`config.mk`:
```
export PLATFORM = sky130hd
export DESIGN_NAME = user_io_ctrl
export DESIGN_NICKNAME = d
export VERILOG_FILES = /design/src/rtl/user_io_ctrl.sv
export SDC_FILE = /design/constraint.sdc
export NUM_CORES = 1
export LEC_CHECK = 0
export CAP_MARGIN = 20
export CELL_PAD_IN_SITES_DETAIL_PLACEMENT = 1
export CELL_PAD_IN_SITES_GLOBAL_PLACEMENT = 2
export CORE_ASPECT_RATIO = 1.75
export CORE_MARGIN = 8
export CORE_UTILIZATION = 33
export CTS_CLUSTER_DIAMETER = 40
export DETAILED_ROUTE_END_ITERATION = 6
export MAX_ROUTING_LAYER = met4
export PLACE_DENSITY = 0.83
export REMOVE_ABC_BUFFERS = 1
export SYNTH_ARGS = -nofsm -noshare
export SYNTH_HDL_FRONTEND = slang
export SYNTH_SLANG_ARGS = --single-unit
```
`constraint.sdc`:
```
create_clock -name HCLK -period 2.03 [get_ports HCLK]
set_input_delay 0.5075 -clock HCLK [delete_from_list [all_inputs] [get_ports HCLK]]
set_output_delay 0.5075 -clock HCLK [all_outputs]
set_load 0.02 [all_outputs]
```
`src/rtl/user_io_ctrl.sv`:
```
// user_io_ctrl: AHB-Lite slave controlling N_PADS GPIO pads with
// synchronised inputs, per-pad edge interrupts and N_IRQ interrupt lines.
// Optional feature macro: USER_IO_CTRL_TOGGLE_EN (TOGGLE registers at 0x30/0x34).
module user_io_ctrl #(
    parameter int N_PADS = 38,
    parameter int N_IRQ  = 3
) (
    input  logic              HCLK,
    input  logic              HRESETn,
    input  logic              HSEL,
    input  logic              HREADY,
    input  logic              HWRITE,
    input  logic [1:0]        HTRANS,
    input  logic [2:0]        HSIZE,
    input  logic [31:0]       HADDR,
    input  logic [31:0]       HWDATA,
    output logic [31:0]       HRDATA,
    output logic              HREADYOUT,
    input  logic [N_PADS-1:0] io_in,
    output logic [N_PADS-1:0] io_out,
    output logic [N_PADS-1:0] io_oeb,
    output logic [N_IRQ-1:0]  user_irq
);

    // Register groups, indexed by word address bits [5:1]; bit 0 picks LO/HI.
    localparam logic [4:0] G_OUT    = 5'd0;
    localparam logic [4:0] G_OEB    = 5'd1;
    localparam logic [4:0] G_IN     = 5'd2;
    localparam logic [4:0] G_IRQEN  = 5'd3;
    localparam logic [4:0] G_STAT   = 5'd4;
    localparam logic [4:0] G_EDGE   = 5'd5;
    localparam logic [4:0] G_TOGGLE = 5'd6;

    logic              r_valid;
    logic              r_write;
    logic [2:0]        r_size;
    logic [5:0]        r_addr;
    logic [N_PADS-1:0] r_out;
    logic [N_PADS-1:0] r_oeb;
    logic [N_PADS-1:0] r_irqEn;
    logic [N_PADS-1:0] r_irqStat;
    logic [N_PADS-1:0] r_edge;
    logic [N_PADS-1:0] r_sync1;
    logic [N_PADS-1:0] r_sync2;
    logic [N_PADS-1:0] r_sync3;

    logic              w_accept;
    logic [4:0]        w_group;
    logic              w_hi;
    logic              w_wrEn;
    logic              w_rdEn;
    logic [63:0]       w_wrWide;
    logic [N_PADS-1:0] w_wrMask;
    logic [N_PADS-1:0] w_w1c;
    logic [N_PADS-1:0] w_edgeHit;
    logic              w_toggleSel;
    logic [63:0]       w_rdWide;
    logic              w_unused;

    // Replace the LO or HI 32-bit lane of a pad-wide register; bits at or
    // above N_PADS fall off the end, so HI writes beyond the pads vanish.
    function automatic logic [N_PADS-1:0] mergeWord(input logic [N_PADS-1:0] cur,
                                                     input logic hi,
                                                     input logic [31:0] data);
        logic [63:0] wide;
        wide = 64'(cur);
        if (hi) wide[63:32] = data;
        else    wide[31:0]  = data;
        return wide[N_PADS-1:0];
    endfunction

    assign HREADYOUT = 1'b1;
    assign w_accept  = HSEL & HREADY & HTRANS[1];
    assign w_group   = r_addr[5:1];
    assign w_hi      = r_addr[0];
    assign w_wrEn    = r_valid & r_write & (r_size == 3'b010);
    assign w_rdEn    = r_valid & ~r_write;
    assign w_wrWide  = w_hi ? {HWDATA, 32'h0} : {32'h0, HWDATA};
    assign w_wrMask  = w_wrWide[N_PADS-1:0];
    assign w_w1c     = (w_wrEn && w_group == G_STAT) ? w_wrMask : '0;
    assign w_unused  = &{1'b0, HADDR[31:8], HADDR[1:0], HTRANS[0]};

`ifdef USER_IO_CTRL_TOGGLE_EN
    assign w_toggleSel = (w_group == G_TOGGLE);
`else
    assign w_toggleSel = 1'b0;
`endif

    // A qualifying edge is a rise or fall of the synchronised input that
    // matches the pad's EDGE polarity, and only counts while enabled.
    assign w_edgeHit = ((r_sync2 & ~r_sync3 & r_edge) |
                        (~r_sync2 & r_sync3 & ~r_edge)) & r_irqEn;

    assign io_out = r_out;
    assign io_oeb = r_oeb;

    // Capture the address phase of each accepted transfer for its data phase.
    always_ff @(posedge HCLK or negedge HRESETn) begin
        if (!HRESETn) begin
            r_valid <= 1'b0;
            r_write <= 1'b0;
            r_size  <= 3'b000;
            r_addr  <= 6'd0;
        end else begin
            r_valid <= w_accept;
            if (w_accept) begin
                r_write <= HWRITE;
                r_size  <= HSIZE;
                r_addr  <= HADDR[7:2];
            end
        end
    end

    // Commit word-sized writes to the RW registers at the end of the data phase.
    always_ff @(posedge HCLK or negedge HRESETn) begin
        if (!HRESETn) begin
            r_out   <= '0;
            r_oeb   <= '1;
            r_irqEn <= '0;
            r_edge  <= '1;
        end else if (w_wrEn) begin
            if (w_group == G_OUT)        r_out   <= mergeWord(r_out, w_hi, HWDATA);
            else if (w_toggleSel)        r_out   <= r_out ^ w_wrMask;
            if (w_group == G_OEB)        r_oeb   <= mergeWord(r_oeb, w_hi, HWDATA);
            if (w_group == G_IRQEN)      r_irqEn <= mergeWord(r_irqEn, w_hi, HWDATA);
            if (w_group == G_EDGE)       r_edge  <= mergeWord(r_edge, w_hi, HWDATA);
        end
    end

    // Two-flop synchroniser plus a history flop for edge detection.
    always_ff @(posedge HCLK or negedge HRESETn) begin
        if (!HRESETn) begin
            r_sync1 <= '0;
            r_sync2 <= '0;
            r_sync3 <= '0;
        end else begin
            r_sync1 <= io_in;
            r_sync2 <= r_sync1;
            r_sync3 <= r_sync2;
        end
    end

    // Sticky interrupt status; a new edge beats a simultaneous W1C clear.
    always_ff @(posedge HCLK or negedge HRESETn) begin
        if (!HRESETn) r_irqStat <= '0;
        else          r_irqStat <= (r_irqStat & ~w_w1c) | w_edgeHit;
    end

    // Select the addressed register as a 64-bit zero-extended value.
    always_comb begin
        w_rdWide = '0;
        case (w_group)
            G_OUT:   w_rdWide = 64'(r_out);
            G_OEB:   w_rdWide = 64'(r_oeb);
            G_IN:    w_rdWide = 64'(r_sync2);
            G_IRQEN: w_rdWide = 64'(r_irqEn);
            G_STAT:  w_rdWide = 64'(r_irqStat);
            G_EDGE:  w_rdWide = 64'(r_edge);
            default: w_rdWide = '0;
        endcase
    end

    assign HRDATA = w_rdEn ? (w_hi ? w_rdWide[63:32] : w_rdWide[31:0]) : 32'h0;

    // Interrupt line k collects every pad i with i mod N_IRQ == k.
    for (genvar k = 0; k < N_IRQ; k++) begin : g_irq
        logic [N_PADS-1:0] w_sel;
        for (genvar i = 0; i < N_PADS; i++) begin : g_pad
            assign w_sel[i] = ((i % N_IRQ) == k) ? (r_irqStat[i] & r_irqEn[i]) : 1'b0;
        end
        assign user_irq[k] = |w_sel;
    end

endmodule

```
==> impl_metrics.py, run 1 <==
metrics = {
    "power_and_ir_drop": {
        "p_per_area_mw_per_mm2": 837.4,
        "power.static_leakage_nw": 9.349,
        "irDropWorstVdd_uv": 684.1,
    },
    "detailed_routing": {
        "first_pass_iters": 7,
        "drc": 3,
        "drtAntennaViolNets": 0,
        "routed_via_density": 5.508,
        "wl_microns": 57300,
        "route.vias.total": 11460,
        "drt-initial-drc-count": 722,
        "wl_per_cell_microns": 27.55,
    },
    "clock_network": {
        "ctsLongestPathBuffers": 3,
        "cts_inserted_buffers": 38,
        "worstSkewPairLatency_ns": 0.54,
        "h-tree-depth": 2,
        "cts_num_sinks": 315,
        "cts_root_buffer": "clkbuf_16",
        "cts_tree": "yes",
        "cts.clk_slew.worst_paths_ns": 0.06,
    },
    "setup_path": {
        "crit_arrival_ns": 2.72,
        "crit_path_cell_trace": "or4_4 -> buf_12 -> o32ai_2 -> a221oi_1 -> a311oi_1 -> buf_4 -> buf_6",
        "cp-start-kind": "register",
        "cp_slowest_cell": "or4_4",
        "cp_max_fo": 8,
        "worst_setup_path_end_kind": "output port",
        "path_class": "reg2out",
        "cpPeakStageDelay_ns": 0.56,
        "critical_path_required_ns": 1.52,
    },
    "grt": {
        "grt_max_degree": 86,
        "antenna_found_initial": 3,
        "grt_pass1_vias": 13040,
        "track_usage": 0.2316,
        "grt_overflow": 0,
        "grt_first_pass_wirelength_microns": 81660,
    },
    "place": {
        "dp_hpwl_microns": 33400,
        "place_congestion": 0.8530,
        "placed_cells": 1929,
        "pre_cts_ws_ns": -1.009,
        "port_buffers": 195,
    },
    "sta": {
        "skew_ns": 0.01513,
        "final_hold_viol_count": 0,
        "rsz0062_at_grt": "true",
        "post-route-min-period_ns": 3.228,
        "fin_crit_sh": 1.590,
        "setup_ws_ns": -1.198,
        "finalSetupViolCount": 208,
        "maxSlewViolCount": 0,
        "fmax_mhz": 309.8,
    },
    "cells_and_area": {
        "multi_input_area_sq_mm": 0.005979,
        "layout.nets": 1659,
        "drive_gt1_frac": 0.5048,
        "area_delta_synth_final_pct": 57.99,
        "seq_area_sq_mm": 0.007985,
        "final_cells": 2080,
        "utilization": 0.5242,
        "num-fill-cells": 4043,
    },
    "yosys": {
        "synthArstFlopShare": 1.000,
        "ys_seq_area_frac": 0.5943,
        "synth_area_per_cell_sq_um": 12.77,
        "synth_seq_cells": 315,
        "syn-instance-count": 1051,
        "synth_area_sq_mm": 0.01342,
        "synth_flop_cell": "dfrtp_1",
        "synth_edf_count": 0,
        "synth_cell_type_count": 44,
        "yosys_warnings": 0,
    },
    "hold_path": {
        "hold_path.class": "reg2reg",
    },
    "floorplan": {
        "coreArea_sq_mm": 0.04046,
        "start_util": 0.3318,
        "die_h_microns": 282.8,
        "die_x_microns": 168.5,
        "num_rows": 98,
        "io_pins": 224,
        "dieArea_sq_mm": 0.04764,
    },
    "outcome": {
        "status": "complete, but fails checks",
        "violations": "DRC, setup timing",
    },
    "flow_run": {
        "maxCapViolations": 0,
    },
}
routing by layer:
layer / vias up / share of wire / GRT usage
met5: - / 0 / -
met4: 0 / 0.069 / 0.1307
met3: 207 / 0.041 / 0.03008
met2: 444 / 0.53 / 0.4109
met1: 5954 / 0.36 / 0.2466
li1: 4852 / - / -
through the flow:
step	cell area (sq um)	hold WS (ns)	TNS (ns)	total power, mW
6_report	21210	0.3405	-65.68	17.76
5_1_grt	21210	0.3377	-75.06	18.26
4_1_cts	20690	0.3367	-44.71	17.42
3_5_place_dp	17880	0.3356	-34.72	9.640
3_3_place_gp	17880	0.3323	-30.08	9.555
2_1_floorplan	13110	0.2119	-439.23	8.076
power by group:
part	leakage (nW)	internal (mW)	total [mW]	switching (mW)
logic	5.23	1.83	3.60	1.77
registers	3.47	6.65	6.92	0.275
clock network	0.648	4.27	7.23	2.97
total	9.35	12.7	17.8	5.01
Yosys cell counts, types with 2 or more instances:
cell,number,area [sq um]
dfrtp_1,239,5981
mux2_2,178,2004
nand2_1,87,326.6
nor2_1,77,289.0
dfstp_2,76,1997
o21ai_0,51,255.2
mux2i_1,49,490.5
a22o_1,48,420.4
nand3_1,45,225.2
buf_2,25,125.1
a21oi_1,24,120.1
clkbuf_1,21,78.83
a221oi_1,18,157.7
a222oi_1,16,160.2
and3_1,14,87.58
o2bb2ai_1,14,122.6
buf_1,7,26.28
inv_1,7,26.28
buf_6,6,67.56
a311oi_1,5,43.79
mux2_1,5,56.30
o21bai_1,5,37.54
o32ai_1,5,43.79
a22oi_1,4,30.03
and2_1,3,18.77
buf_4,2,15.01
nor2_4,2,22.52
nor4b_1,2,17.52
state kept, by name, indices dropped and copies added, names as in the netlist:
signal     cells
r_write        1
r_sync1       38
r_addr         6
r_size         3
r_irqEn       38
r_sync3       38
io_out        38
r_irqStat     38
io_oeb        38
r_valid        1
r_edge        38
r_sync2       38
critical path, delay by kind of cell (launching register included):
| family | cells | cell delay, ns |
|---|---|---|
| AOI/OAI and AO/OA | 3 | 0.72 |
| buffers and inverters | 3 | 0.47 |
| DFF | 1 | 0.43 |
| and+or+nand+nor | 1 | 0.56 |
logic make-up after synthesis:
family	after synthesis	share of synthesized area
other	1	0.0002793
flip-flops	315	0.5943
buffers and inverters	68	0.02526
multiplexers	233	0.1917
AND/OR/NAND/NOR	243	0.08416
AO/OA/AOI/OAI	191	0.1043
placed cells by master, fill, tap and decap left out, drive strengths merged, types with 12 or more instances in the layout:
| cell type | instances |
|---|---|
| nand2 | 89 |
| nor2 | 81 |
| nand3 | 45 |
| and3 | 14 |
| a21oi | 24 |
| o21ai | 51 |
| o2bb2ai | 14 |
| mux2i | 49 |
| clkinv | 12 |
| buf | 354 |
| clkdlybuf4s15 | 26 |
| dlygate4sd2 | 48 |
| mux2 | 183 |
| a221oi | 18 |
| a222oi | 16 |
| dfrtp | 239 |
| a22o | 48 |
| clkdlybuf4s50 | 85 |
| dfstp | 76 |
| clkbuf | 50 |
path summary, 6_finish.rpt:
path                        startpoint            end  slack [ns]  cells after the start
setup / recovery             r_addr[2]      HRDATA[0]       -1.20                      7
hold / removal             r_sync1[22]    r_sync2[22]        0.34                      0
setup reg to reg             r_addr[5]      r_edge[0]       -0.58                     11
hold reg to reg            r_sync1[22]    r_sync2[22]        0.34                      0
max in group asynchronous      HRESETn     io_oeb[15]        0.79                      3
min in group asynchronous      HRESETn  r_irqStat[33]        0.43                      2
cell type report:
cell class | instances | share of cell area
antenna | 3 | 0.0003540
inverter | 7 | 0.001239
clock inverter | 22 | 0.01150
sequential | 315 | 0.3765
timing repair buffer | 517 | 0.2475
clock buffer | 48 | 0.05150
multi-input combinational | 668 | 0.2819
tap | 500 | 0.02950
what timing repair did:
item | in CTS | in global routing
buffers inserted | 46 | 29
setup endpoints to repair | 268 | 244
endpoints found under the hold margin | 17 | 0
pin swaps | 46 | 45
hold buffers | 1 | 0
gates resized for setup | 463 | 101
gates cloned | 14 | 2
No activity file was read; power rests on OpenSTA's default activity.
==> run 2: changes to the inputs <==
- TNS_END_PERCENT: not set -> 100
==> results of run 2 <==
Same layout as run 1: the final DEF is identical, and so are final timing and power.
